**src/rtl/mem_arbiter_if.sv**
```systemverilog
// Per-master request/grant and read-return bundle for mem_arbiter.
// The master drives the request side; the arbiter drives grants and read returns.
interface mem_arbiter_if #(
   parameter int AW = 16,
   parameter int DW = 16
);
   logic          req;
   logic          we;
   logic [AW-1:0] addr;
   logic [DW-1:0] wdata;
   logic          gnt;
   logic          rvalid;
   logic [DW-1:0] rdata;

   modport master (
      output req, we, addr, wdata,
      input  gnt, rvalid, rdata
   );

   modport slave (
      input  req, we, addr, wdata,
      output gnt, rvalid, rdata
   );
endinterface

```
**src/rtl/mem_arbiter.sv**
```systemverilog
// Two-master round-robin arbiter for one synchronous memory port.
// Read returns are routed back to their originator through a tag pipeline.
module mem_arbiter #(
   parameter int AW     = 16,
   parameter int DW     = 16,
   parameter int RD_LAT = 1
) (
   input  logic          Clock,
   input  logic          Reset,
   mem_arbiter_if.slave  m0,
   mem_arbiter_if.slave  m1,
   output logic [AW-1:0] mem_addr,
   output logic [DW-1:0] mem_wdata,
   output logic          mem_we,
   input  logic [DW-1:0] mem_rdata,
   output logic          busy
);

   logic              gnt0_q;
   logic              gnt1_q;
   logic              last_q;
   logic              mem_we_q;
   logic [AW-1:0]     mem_addr_q;
   logic [DW-1:0]     mem_wdata_q;
   logic              rv0_q;
   logic              rv1_q;
   logic [DW-1:0]     rd0_q;
   logic [DW-1:0]     rd1_q;
   logic [RD_LAT-1:0] tag_v;
   logic [RD_LAT-1:0] tag_id;

   logic              elig0;
   logic              elig1;
   logic              win0;
   logic              win1;
   logic              win_any;
   logic              sel_we;
   logic [AW-1:0]     sel_addr;
   logic [DW-1:0]     sel_wdata;
   logic              rd_new;
   logic              rd_id;
   logic              tag_out_v;
   logic              tag_out_id;

   always_comb begin
      elig0     = m0.req & ~gnt0_q;
      elig1     = m1.req & ~gnt1_q;
      win0      = elig0 & (~elig1 | last_q);
      win1      = elig1 & ~win0;
      win_any   = win0 | win1;
      sel_we    = win1 ? m1.we    : m0.we;
      sel_addr  = win1 ? m1.addr  : m0.addr;
      sel_wdata = win1 ? m1.wdata : m0.wdata;
   end

   // The grant register is the first stage of the read pipeline.
   assign rd_new     = (gnt0_q | gnt1_q) & ~mem_we_q;
   assign rd_id      = gnt1_q;
   assign tag_out_v  = tag_v[RD_LAT-1];
   assign tag_out_id = tag_id[RD_LAT-1];

   always_ff @(posedge Clock or posedge Reset) begin
      if (Reset) begin
         gnt0_q      <= 1'b0;
         gnt1_q      <= 1'b0;
         last_q      <= 1'b1;
         mem_we_q    <= 1'b0;
         mem_addr_q  <= '0;
         mem_wdata_q <= '0;
         rv0_q       <= 1'b0;
         rv1_q       <= 1'b0;
         rd0_q       <= '0;
         rd1_q       <= '0;
         tag_v       <= '0;
         tag_id      <= '0;
      end else begin
         gnt0_q   <= win0;
         gnt1_q   <= win1;
         mem_we_q <= win_any & sel_we;
         if (win_any) begin
            mem_addr_q  <= sel_addr;
            mem_wdata_q <= sel_wdata;
            last_q      <= win1;
         end
         tag_v[0]  <= rd_new;
         tag_id[0] <= rd_id;
         for (int i = 1; i < RD_LAT; i++) begin
            tag_v[i]  <= tag_v[i-1];
            tag_id[i] <= tag_id[i-1];
         end
         rv0_q <= tag_out_v & ~tag_out_id;
         rv1_q <= tag_out_v & tag_out_id;
         if (tag_out_v & ~tag_out_id)
            rd0_q <= mem_rdata;
         if (tag_out_v & tag_out_id)
            rd1_q <= mem_rdata;
      end
   end

   assign m0.gnt    = gnt0_q;
   assign m1.gnt    = gnt1_q;
   assign m0.rvalid = rv0_q;
   assign m1.rvalid = rv1_q;
   assign m0.rdata  = rd0_q;
   assign m1.rdata  = rd1_q;
   assign mem_addr  = mem_addr_q;
   assign mem_wdata = mem_wdata_q;
   assign mem_we    = mem_we_q;
   assign busy      = (|tag_v) | gnt0_q | gnt1_q;

endmodule

```
**src/flat_wrapper.sv**
```systemverilog
// flat-port wrapper written by rule: the top's interface ports become plain ports
module mem_arbiter_flat 
#(
   parameter int AW     = 16,
   parameter int DW     = 16,
   parameter int RD_LAT = 1
)
  (Clock, Reset, mem_addr, mem_wdata, mem_we, mem_rdata, busy, m0_req, m0_we, m0_addr, m0_wdata, m0_gnt, m0_rvalid, m0_rdata, m1_req, m1_we, m1_addr, m1_wdata, m1_gnt, m1_rvalid, m1_rdata);
  mem_arbiter_if #(.AW(AW), .DW(DW)) m0_i ();
  mem_arbiter_if #(.AW(AW), .DW(DW)) m1_i ();
  input  logic Clock;
  input  logic Reset;
  output logic [AW-1:0] mem_addr;
  output logic [DW-1:0] mem_wdata;
  output logic mem_we;
  input  logic [DW-1:0] mem_rdata;
  output logic busy;
  input wire logic [$bits(m0_i.req)-1:0] m0_req;
  input wire logic [$bits(m0_i.we)-1:0] m0_we;
  input wire logic [$bits(m0_i.addr)-1:0] m0_addr;
  input wire logic [$bits(m0_i.wdata)-1:0] m0_wdata;
  output wire logic [$bits(m0_i.gnt)-1:0] m0_gnt;
  output wire logic [$bits(m0_i.rvalid)-1:0] m0_rvalid;
  output wire logic [$bits(m0_i.rdata)-1:0] m0_rdata;
  input wire logic [$bits(m1_i.req)-1:0] m1_req;
  input wire logic [$bits(m1_i.we)-1:0] m1_we;
  input wire logic [$bits(m1_i.addr)-1:0] m1_addr;
  input wire logic [$bits(m1_i.wdata)-1:0] m1_wdata;
  output wire logic [$bits(m1_i.gnt)-1:0] m1_gnt;
  output wire logic [$bits(m1_i.rvalid)-1:0] m1_rvalid;
  output wire logic [$bits(m1_i.rdata)-1:0] m1_rdata;
  assign m0_i.req = m0_req;
  assign m0_i.we = m0_we;
  assign m0_i.addr = m0_addr;
  assign m0_i.wdata = m0_wdata;
  assign m0_gnt = m0_i.gnt;
  assign m0_rvalid = m0_i.rvalid;
  assign m0_rdata = m0_i.rdata;
  assign m1_i.req = m1_req;
  assign m1_i.we = m1_we;
  assign m1_i.addr = m1_addr;
  assign m1_i.wdata = m1_wdata;
  assign m1_gnt = m1_i.gnt;
  assign m1_rvalid = m1_i.rvalid;
  assign m1_rdata = m1_i.rdata;
  mem_arbiter #(.AW(AW), .DW(DW), .RD_LAT(RD_LAT)) u_core (.Clock(Clock), .Reset(Reset), .m0(m0_i), .m1(m1_i), .mem_addr(mem_addr), .mem_wdata(mem_wdata), .mem_we(mem_we), .mem_rdata(mem_rdata), .busy(busy));
endmodule
```
**config.mk**
```make
export PLATFORM = sky130hd
export DESIGN_NAME = mem_arbiter_flat
export DESIGN_NICKNAME = d
export VERILOG_FILES = /design/src/rtl/mem_arbiter_if.sv /design/src/rtl/mem_arbiter.sv /design/src/flat_wrapper.sv
export SDC_FILE = /design/constraint.sdc
export NUM_CORES = 1
export LEC_CHECK = 0
export BUFFER_PORTS_ARGS = -buffer_cell sky130_fd_sc_hd__buf_2
export CELL_PAD_IN_SITES_DETAIL_PLACEMENT = 0
export CELL_PAD_IN_SITES_GLOBAL_PLACEMENT = 1
export CORE_MARGIN = 5
export CORE_UTILIZATION = 34
export DETAILED_ROUTE_END_ITERATION = 12
export MAX_ROUTING_LAYER = met4
export PLACE_DENSITY_LB_ADDON = 0.1
export SYNTH_ARGS = -nofsm -noshare
export SYNTH_HDL_FRONTEND = slang
export SYNTH_SLANG_ARGS = --single-unit
```
**constraint.sdc**
```tcl
create_clock -name Clock -period 2.15 [get_ports Clock]
set_input_delay 0.1075 -clock Clock [delete_from_list [all_inputs] [get_ports Clock]]
set_output_delay 0.1075 -clock Clock [all_outputs]
set_load 0.02 [all_outputs]
```
==> flow_metrics.env, run 1 <==
export IMPL_insertion_delay_ns=0.34
export IMPL_hold_violations=0
export IMPL_arrival_ns=2.28
export IMPL_path_buf_inv=2
export IMPL_final_common_cell="buf_2"
export IMPL_maxSlewHeadroom_pct=73.5
export IMPL_hold_path_depth=2
export IMPL_ys_seq_area_share_pct=60.9
export IMPL_avgSynthCellArea_um2=14.8
export IMPL_endpoint_kind="flop"
export IMPL_r2r_cells=5
export IMPL_wirelength_um=8650
export IMPL_first_pass_iters=4
export IMPL_slowest_stage="dlygate4sd3_1"
export IMPL_cts_buffer_depth=2
export IMPL_drc_errors=0
export IMPL_min_from="mem_rdata[7]"
export IMPL_die_x_um=103
export IMPL_syn_inst=200
export IMPL_via_per_inst=4.73
export IMPL_use_met1_pct=19.9
export IMPL_max_freq_mhz=486
export IMPL_antenna_found_initial=0
export IMPL_dp_hpwl_um=5590
export IMPL_diodes=0
export IMPL_gp_congestion=0.789
export IMPL_core_area_um2=8590
export IMPL_skew_ns=0.00727
export IMPL_grt_usage_pct=17.0
export IMPL_cp_max_fo=34
export IMPL_nets=520
export IMPL_syn_nets=286
export IMPL_cp_start_kind="flop"
export IMPL_syn_to_final_growth_pct=63.0
export IMPL_ir_drop_mv=0.350
export IMPL_die_height_um=103
export IMPL_maxCapViolCount=0
export IMPL_grt_max_degree=73
export IMPL_p_per_area_nw_per_um2=1060
export IMPL_die_area_um2=10700
export IMPL_drtIter0Drc=80
export IMPL_path_clk_slew_ns=0.08
export IMPL_r2r_start="u_core.m1.gnt"
export IMPL_tightest_slew_ns=0.398
export IMPL_outcome="finished clean"
export IMPL_ios=156
export IMPL_crit_chain="nand2b_4 -> o21a_1 -> buf_4 -> a221o_1 -> dlygate4sd3_1"
export IMPL_rsz0062_at_grt="false"
export IMPL_use_met3_pct=5.16
export IMPL_hp_class="in2reg"
export IMPL_r2r_setup_slack_ns=0.09
export IMPL_post_drt_wl_per_cell_um=15.8
export IMPL_num_vias=2586
export IMPL_period_needed_ns=2.06
export IMPL_setup_violations=0
export IMPL_start_util_pct=34.4
export IMPL_portBuffers=155
export IMPL_post_cts_repair_setup_buffers=0
export IMPL_power_leakage_nw=2.34
export IMPL_rows=34
export IMPL_cts_root_buf="clkbuf_8"
export IMPL_r2r_end="u_core.mem_addr[5]"
export IMPL_final_cell_mix="buf_2 (155), dlygate4sd3_1 (78), dfrtp_1 (71)"
export IMPL_cts_sinks=72
export IMPL_fillers=764
export IMPL_yosysUniqueCellTypes=18
export IMPL_grt_most_used_layer="met2"
export IMPL_critical_path_top_delay_family="buffers and inverters"
export IMPL_cts_buffers=9
export IMPL_ys_warn_count=0
export IMPL_syn_cell_area_um2=2960
export IMPL_h_tree_depth=3
export IMPL_period_share_pct=95.7
export IMPL_cp_required_ns=2.37
export IMPL_grt_pass1_vias=2716
export IMPL_fin_setup_tns_ns=0
export IMPL_grt_pass1_wl_um=13200
export IMPL_grt_overflow=0
export IMPL_grt_use_met2_pct=27.6
export IMPL_hold_end="u_core.m0.rdata[7]"
export IMPL_drv_slew=0
export IMPL_final_antenna_net_count=0
export IMPL_cp_slowest_stage_delay_ns=0.57
export IMPL_drive_above_1_share_pct=49.4
export IMPL_path_class="reg2reg"
export IMPL_whs_ns=0.0164
export IMPL_synth_seq_cells=72
export IMPL_cts_tree="done"
-- registers in the layout (all words and copies together) (netlist names) --
register and count:
u_core.last_q 1, u_core.m0.gnt 1, u_core.m0.rdata 16, u_core.m0.rvalid 1, u_core.m1.gnt 1, u_core.m1.rdata 16, u_core.m1.rvalid 1, u_core.mem_addr 16
u_core.mem_wdata 16, u_core.mem_we 1, u_core.tag_id 1, u_core.tag_out_v 1
-- worst register-to-register path, cell delays in order, from the launching register on --
cell and delay [ns]:
dfrtp_1 0.44, nand2b_4 0.18, o21a_1 0.16, buf_4 0.25
a221o_1 0.34, dlygate4sd3_1 0.57
-- Yosys cell counts (all sizes together) --
| library cell | n | area share [%] |
|---|---|---|
| nand2 | 1 | 0.13 |
| or3 | 1 | 0.21 |
| a221o | 32 | 11 |
| nor3b | 32 | 8.1 |
| mux2 | 32 | 12 |
| o21a | 1 | 0.25 |
| buf | 18 | 4.8 |
| dfrtp | 71 | 60 |
| dfstp | 1 | 0.89 |
| inv | 2 | 0.25 |
| a22o | 1 | 0.30 |
| nand2b | 1 | 0.47 |
| mux2i | 1 | 0.34 |
| nor2 | 2 | 0.25 |
| a21oi | 1 | 0.30 |
| nor2b | 3 | 0.63 |
-- per-stage QoR --
stage                     total power [mW]  instances  util (%)  area (um2)  worst slack, ns
after floorplan                       3.08        200         -        2960            0.219
after global placement                3.69        453      44.3        3800            0.651
after detailed placement              3.71        453      44.3        3800            0.619
after CTS                             5.18        546      55.9        4810           0.0737
after global routing                  5.44        547      56.1        4820           0.0176
final                                 5.13        547      56.1        4820           0.0917
-- power breakdown --
group          switching (mW)  internal (mW)
Clock                   0.509          0.715
Combinational            1.02          0.928
Sequential              0.194           1.76
Total                    1.73           3.40
-- layer usage --
layer / part of all wire, % / routed length (um)
met1: 41 / 3550
met2: 50 / 4300
met3: 7.5 / 650
met4: 1.7 / 144
met5: 0 / 0
-- what timing repair did --
action,4_1_cts,5_1_grt
hold endpoints to repair,121,2
resized for setup,0,2
endpoints found under the setup margin,0,16
hold buffers,77,1
-- layout make-up --
class	instances	area, um2	area share, %
well taps	108	135	2.80
flip-flops and latches	72	1800	37.4
multi-input cells	108	1020	21.1
repair buffers	241	1630	33.8
inverters	2	7.51	0.156
clock inverters	5	78.8	1.63
clock buffers	11	151	3.14
-- cells by family (layout without fill, tap and decap cells) --
logic type | after synthesis | in the layout | share of synthesized area (%)
flip-flops | 72 | 72 | 60.9
AND/OR/NAND/NOR | 40 | 40 | 9.81
buffers and inverters | 20 | 259 | 5.07
AO/OA/AOI/OAI | 35 | 35 | 11.7
multiplexers | 33 | 33 | 12.5
-- worst max-delay path by stage --
stage | startpoint | endpoint | slack [ns] | cells after the start
2_1_floorplan | Reset | u_core.m0.gnt | 0.22 | 1
3_3_place_gp | u_core.m0.gnt | u_core.mem_addr[9] | 0.65 | 4
3_5_place_dp | u_core.m0.gnt | u_core.mem_wdata[12] | 0.62 | 4
4_1_cts | u_core.m0.gnt | u_core.mem_wdata[2] | 0.07 | 5
5_1_grt | u_core.m1.gnt | u_core.mem_wdata[14] | 0.02 | 5
6_report | u_core.m1.gnt | u_core.mem_addr[5] | 0.09 | 5
(Power assumes the default switching activity.)
==> run 2, diff against run 1 <==
- CORE_UTILIZATION: 34 -> 31
- PLACE_DENSITY: unset -> 0.83
- PLACE_DENSITY_LB_ADDON: 0.1 -> unset
- clock period: 2.15 -> 1.7 ns (I/O delays scaled with it)
==> flow_metrics.env, run 2 (synthesis gave the netlist of run 1 again) <==
export IMPL_min_from="m1_req"
export IMPL_tightest_slew_ns=0.610
export IMPL_core_area_um2=9280
export IMPL_critical_path_top_delay_family="compound AO/OA/AOI/OAI gates"
export IMPL_switching_share_pct=35.1
export IMPL_skew_ns=0.00929
export IMPL_cts_buffers=9
export IMPL_utilization_pct=52.8
export IMPL_nets=528
export IMPL_final_antenna_net_count=0
export IMPL_period_needed_ns=1.46
export IMPL_cp_slowest_stage_delay_ns=0.44
export IMPL_power_leakage_nw=2.33
export IMPL_ir_drop_mv=0.460
export IMPL_via_per_inst=4.76
export IMPL_grt_pass1_wl_um=15100
export IMPL_grt_usage_pct=17.2
export IMPL_ios=156
export IMPL_cp_required_ns=1.91
export IMPL_drive_above_1_share_pct=49.0
export IMPL_cp_start_kind="flop"
export IMPL_p_comb_share_pct=38.2
export IMPL_maxSlewHeadroom_pct=59.2
export IMPL_grt_overflow=0
export IMPL_period_share_pct=86.0
export IMPL_r2r_cells=4
export IMPL_rows=35
export IMPL_hp_class="in2reg"
export IMPL_grt_max_degree=46
export IMPL_drtIter0Drc=108
export IMPL_dpl_worst_slack_ns=0.261
export IMPL_cts_sinks=72
export IMPL_cp_max_fo=23
export IMPL_insertion_delay_ns=0.33
export IMPL_path_clk_slew_ns=0.08
export IMPL_cts_resized=0
export IMPL_cts_tree="done"
export IMPL_hold_end="u_core.last_q"
export IMPL_path_buf_inv=1
export IMPL_post_drt_wl_per_cell_um=16.4
export IMPL_power_frac_clock_pct=21.7
export IMPL_endpoint_kind="flop"
export IMPL_gp_congestion=0.763
export IMPL_start_util_pct=31.9
export IMPL_diodes=0
export IMPL_slowest_stage="dfrtp_1"
export IMPL_max_freq_mhz=684
export IMPL_drv_slew=0
export IMPL_first_pass_iters=5
export IMPL_cts_root_buf="clkbuf_8"
export IMPL_drc_errors=0
export IMPL_portBuffers=155
export IMPL_die_x_um=108
export IMPL_power_frac_seq_pct=40.2
export IMPL_dp_hpwl_um=6030
export IMPL_final_cell_mix="buf_2 (155), dlygate4sd3_1 (83), dfrtp_1 (71)"
export IMPL_setup_violations=0
export IMPL_cellInternalPower_mw=3.99
export IMPL_die_area_um2=11600
export IMPL_cts_buffer_depth=2
export IMPL_num_vias=2743
export IMPL_path_class="reg2reg"
export IMPL_die_height_um=108
export IMPL_r2r_start="u_core.m1.gnt"
export IMPL_fin_setup_tns_ns=0
export IMPL_r2r_setup_slack_ns=0.24
export IMPL_h_tree_depth=3
export IMPL_r2r_end="u_core.mem_addr[10]"
export IMPL_p_sw_mw=2.16
export IMPL_crit_chain="nand2b_4 -> o21a_1 -> buf_4 -> a221o_1"
export IMPL_final_common_cell="buf_2"
export IMPL_outcome="finished clean"
export IMPL_wirelength_um=9470
export IMPL_p_per_area_nw_per_um2=1260
export IMPL_hold_path_depth=3
export IMPL_rsz0062_at_grt="false"
export IMPL_maxCapViolCount=0
export IMPL_fin_ws_ns=0.237
export IMPL_syn_to_final_growth_pct=65.5
export IMPL_grt_pass1_vias=3019
export IMPL_arrival_ns=1.67
export IMPL_hold_violations=0
export IMPL_antenna_found_initial=0
[run 2: changes by cell type in the layout (fill, tap and decap cells not counted), sizes merged]
cell,before,now
dlygate4sd3,78,83
buf,163,166
clkinvlp,0,2
bufinv,2,1
inv,2,1
[run 2: metal layers]
metal | wire length [um] | GRT usage, % | share of wire (%) | up-vias
met5 | 0 | - | 0 | -
met1 | 3760 | 19.1 | 40 | 1345
li1 | - | - | - | 1239
met3 | 651 | 4.32 | 6.9 | 22
met2 | 4860 | 29.9 | 51 | 137
met4 | 199 | 6.40 | 2.1 | 0
[run 2: area by class of cell]
cell class	instances	area, um2
Clock inverter	5	56.3
Sequential cell	72	1800
Timing Repair Buffer	249	1710
Inverter	2	11.3
Fill cell	830	4390
Clock buffer	11	141
Multi-Input combinational cell	108	1010
Tap cell	129	161
[run 2: worst max path at each step]
stage | depth (start not counted) | slack, ns | end | from
finish | 4 | 0.24 | u_core.mem_addr[10] | u_core.m1.gnt
floorplan | 5 | 0.23 | u_core.mem_addr[0] | u_core.m1.gnt
global route | 4 | 0.17 | u_core.mem_addr[10] | u_core.m1.gnt
detailed placement | 4 | 0.26 | u_core.mem_addr[8] | u_core.m1.gnt
global placement | 4 | 0.31 | u_core.mem_wdata[2] | u_core.m1.gnt
CTS | 4 | 0.23 | u_core.mem_addr[8] | u_core.m1.gnt
[run 2: power by group through the flow]
stage	combinational, mW	sequential, mW	clock, mW
6_report	2.35	2.47	1.33
5_1_grt	2.50	2.54	1.47
4_1_cts	2.36	2.47	1.39
3_5_place_dp	2.21	2.50	0
3_3_place_gp	2.16	2.48	0
2_1_floorplan	0.770	3.12	0
[run 2: worst min-delay path: stages]
cell	delay, ns
buf_2	0.13
nand2b_4	0.08
mux2i_1	0.06
[run 2: through the flow]
stage | cells | total power [mW] | hold WS, ns | instance area, um2
6_report | 576 | 6.15 | 0.0214 | 4900
4_1_cts | 576 | 6.22 | 0.00547 | 4900
2_1_floorplan | 200 | 3.89 | 0.209 | 2960
5_1_grt | 576 | 6.50 | 0.0172 | 4900
3_5_place_dp | 477 | 4.71 | 0.201 | 3870
3_3_place_gp | 477 | 4.65 | 0.183 | 3870
[run 2: timing repair]
action,in CTS,in global routing
hold endpoints to repair,91,0
hold buffers,83,0
setup buffers,0,0
==> run 3, diff against run 2 <==
- CELL_PAD_IN_SITES_DETAIL_PLACEMENT: 0 -> unset
- CELL_PAD_IN_SITES_GLOBAL_PLACEMENT: 1 -> unset
- CORE_UTILIZATION: 31 -> 40
- PLACE_DENSITY: 0.83 -> 0.82
- SLEW_MARGIN: unset -> 15
==> flow_metrics.env, run 3 (synthesis gave the netlist of run 1 again) <==
export IMPL_start_util_pct=41.0
export IMPL_switching_share_pct=33.7
export IMPL_endpoint_kind="flop"
export IMPL_hp_class="in2reg"
export IMPL_ir_drop_mv=0.604
export IMPL_grt_max_degree=43
export IMPL_hold_path_depth=2
export IMPL_slowest_stage="dfrtp_1"
export IMPL_final_cell_mix="buf_2 (155), dlygate4sd3_1 (82), dfrtp_1 (71)"
export IMPL_multiInputGateArea_um2=1020
export IMPL_syn_to_final_growth_pct=65.4
export IMPL_max_freq_mhz=686
export IMPL_crit_chain="nor2b_2 -> buf_4 -> nor3b_1 -> a221o_1"
export IMPL_use_met1_pct=23.4
export IMPL_gp_congestion=0.751
export IMPL_antenna_found_initial=0
export IMPL_dp_hpwl_um=5720
export IMPL_cp_required_ns=1.92
export IMPL_cts_buffers=9
export IMPL_grt_usage_pct=21.8
export IMPL_period_share_pct=85.7
export IMPL_cp_max_fo=18
export IMPL_nets=527
export IMPL_num_vias=2742
export IMPL_cp_slowest_stage_delay_ns=0.41
export IMPL_die_area_um2=9220
export IMPL_tightest_slew_ns=0.514
export IMPL_final_antenna_net_count=0
export IMPL_skew_ns=0.0106
export IMPL_cts_tree="done"
export IMPL_ios=156
export IMPL_path_class="reg2reg"
export IMPL_p_comb_share_pct=36.2
export IMPL_insertion_delay_ns=0.33
export IMPL_power_frac_clock_pct=25.1
export IMPL_drive_above_1_share_pct=49.1
export IMPL_grt_pass1_vias=3085
export IMPL_maxSlewHeadroom_pct=65.7
export IMPL_rows=31
export IMPL_rsz0062_at_grt="false"
export IMPL_final_common_cell="buf_2"
export IMPL_r2r_setup_slack_ns=0.24
export IMPL_use_met3_pct=4.77
export IMPL_die_height_um=96.0
export IMPL_grt_overflow=0
export IMPL_grt_pass1_wl_um=14700
export IMPL_path_clk_slew_ns=0.08
export IMPL_outcome="finished clean"
export IMPL_setup_violations=0
export IMPL_h_tree_depth=3
export IMPL_period_needed_ns=1.46
export IMPL_drtIter0Drc=93
export IMPL_first_pass_iters=4
export IMPL_p_per_area_nw_per_um2=1320
export IMPL_grt_most_used_layer="met2"
export IMPL_fin_setup_tns_ns=0
export IMPL_drv_slew=0
export IMPL_r2r_start="u_core.m0.gnt"
export IMPL_min_from="mem_rdata[1]"
export IMPL_finalPower_mw=6.47
export IMPL_hold_violations=0
export IMPL_via_per_inst=5.03
export IMPL_cp_start_kind="flop"
export IMPL_post_cts_repair_setup_buffers=0
export IMPL_arrival_ns=1.68
export IMPL_whs_ns=0.0232
export IMPL_grt_use_met2_pct=38.4
export IMPL_drc_errors=0
export IMPL_r2r_cells=4
export IMPL_regArea_um2=1800
export IMPL_power_frac_seq_pct=38.6
export IMPL_p_sw_mw=2.18
export IMPL_diodes=0
export IMPL_cts_sinks=72
export IMPL_power_leakage_nw=2.34
export IMPL_hold_end="u_core.m1.rdata[1]"
export IMPL_post_drt_wl_per_cell_um=17.6
export IMPL_cts_buffer_depth=2
export IMPL_die_x_um=96.0
export IMPL_r2r_end="u_core.mem_addr[10]"
export IMPL_fillers=501
export IMPL_wirelength_um=9590
export IMPL_portBuffers=155
export IMPL_cellInternalPower_mw=4.29
export IMPL_cts_root_buf="clkbuf_8"
export IMPL_core_area_um2=7210
export IMPL_maxCapViolCount=0
run 3: cell count changes in the layout (fill, tap and decap cells not counted):
| cell | previous run | this run |
|---|---|---|
| dlygate4sd3_1 | 83 | 82 |
| bufinv_16 | 1 | 3 |
| clkinv_2 | 2 | 1 |
| buf_12 | 2 | 1 |
| buf_4 | 9 | 10 |
| clkinvlp_4 | 2 | 1 |
| a21oi_2 | 1 | 0 |
| a21oi_4 | 0 | 1 |
run 3: what timing repair did:
action,CTS,global route
hold buffers,82,0
hold endpoints to repair,134,0
endpoints found under the setup margin,0,0
gates resized for setup,0,0
run 3: how the worst max path moves through the flow:
stage,startpoint,to,slack [ns],cells past startpoint
finish,u_core.m0.gnt,u_core.mem_addr[10],0.24,4
global route,u_core.m0.gnt,u_core.mem_addr[10],0.14,4
CTS,u_core.m0.gnt,u_core.mem_wdata[2],0.25,4
detailed placement,u_core.m0.gnt,u_core.mem_wdata[3],0.26,4
global placement,u_core.m1.gnt,u_core.mem_wdata[3],0.32,4
floorplan,u_core.m1.gnt,u_core.mem_addr[0],0.23,5
run 3: area by class of cell:
cell class	instances	share of cell area [%]
clock buffer	11	2.89
clock inverter	5	2.12
inverter	2	0.230
multi-input combinational	108	20.8
sequential	72	36.8
tap	99	2.53
timing repair buffer	248	34.6
run 3: layer usage:
metal	wire length (um)	share of wire, %	up-vias
li1	-	-	1241
met1	3620	38	1329
met2	4880	51	151
met3	853	8.9	21
met4	233	2.4	0
met5	0	0	-
run 3: power groups by stage:
| stage | clock (mW) | combinational (mW) | sequential (mW) |
|---|---|---|---|
| 2_1_floorplan | 0 | 0.770 | 3.12 |
| 3_3_place_gp | 0 | 2.14 | 2.49 |
| 3_5_place_dp | 0 | 2.19 | 2.51 |
| 4_1_cts | 1.67 | 2.33 | 2.48 |
| 5_1_grt | 1.73 | 2.51 | 2.56 |
| 6_report | 1.62 | 2.34 | 2.50 |
run 3: per-stage QoR:
step,cells,util (%),setup slack [ns],cell area (um2)
5_1_grt,545,67.8,0.141,4890
6_report,545,67.8,0.243,4890
3_5_place_dp,447,53.1,0.260,3830
3_3_place_gp,447,53.1,0.315,3830
4_1_cts,545,67.8,0.254,4890
2_1_floorplan,200,-,0.232,2960
run 3: worst max-delay path, delay by kind of cell, from the launching register on:
kind | cells | cell delay, ns
AOI/OAI and AO/OA | 1 | 0.28
DFF | 1 | 0.41
buffers and inverters | 1 | 0.30
and+or+nand+nor | 2 | 0.36
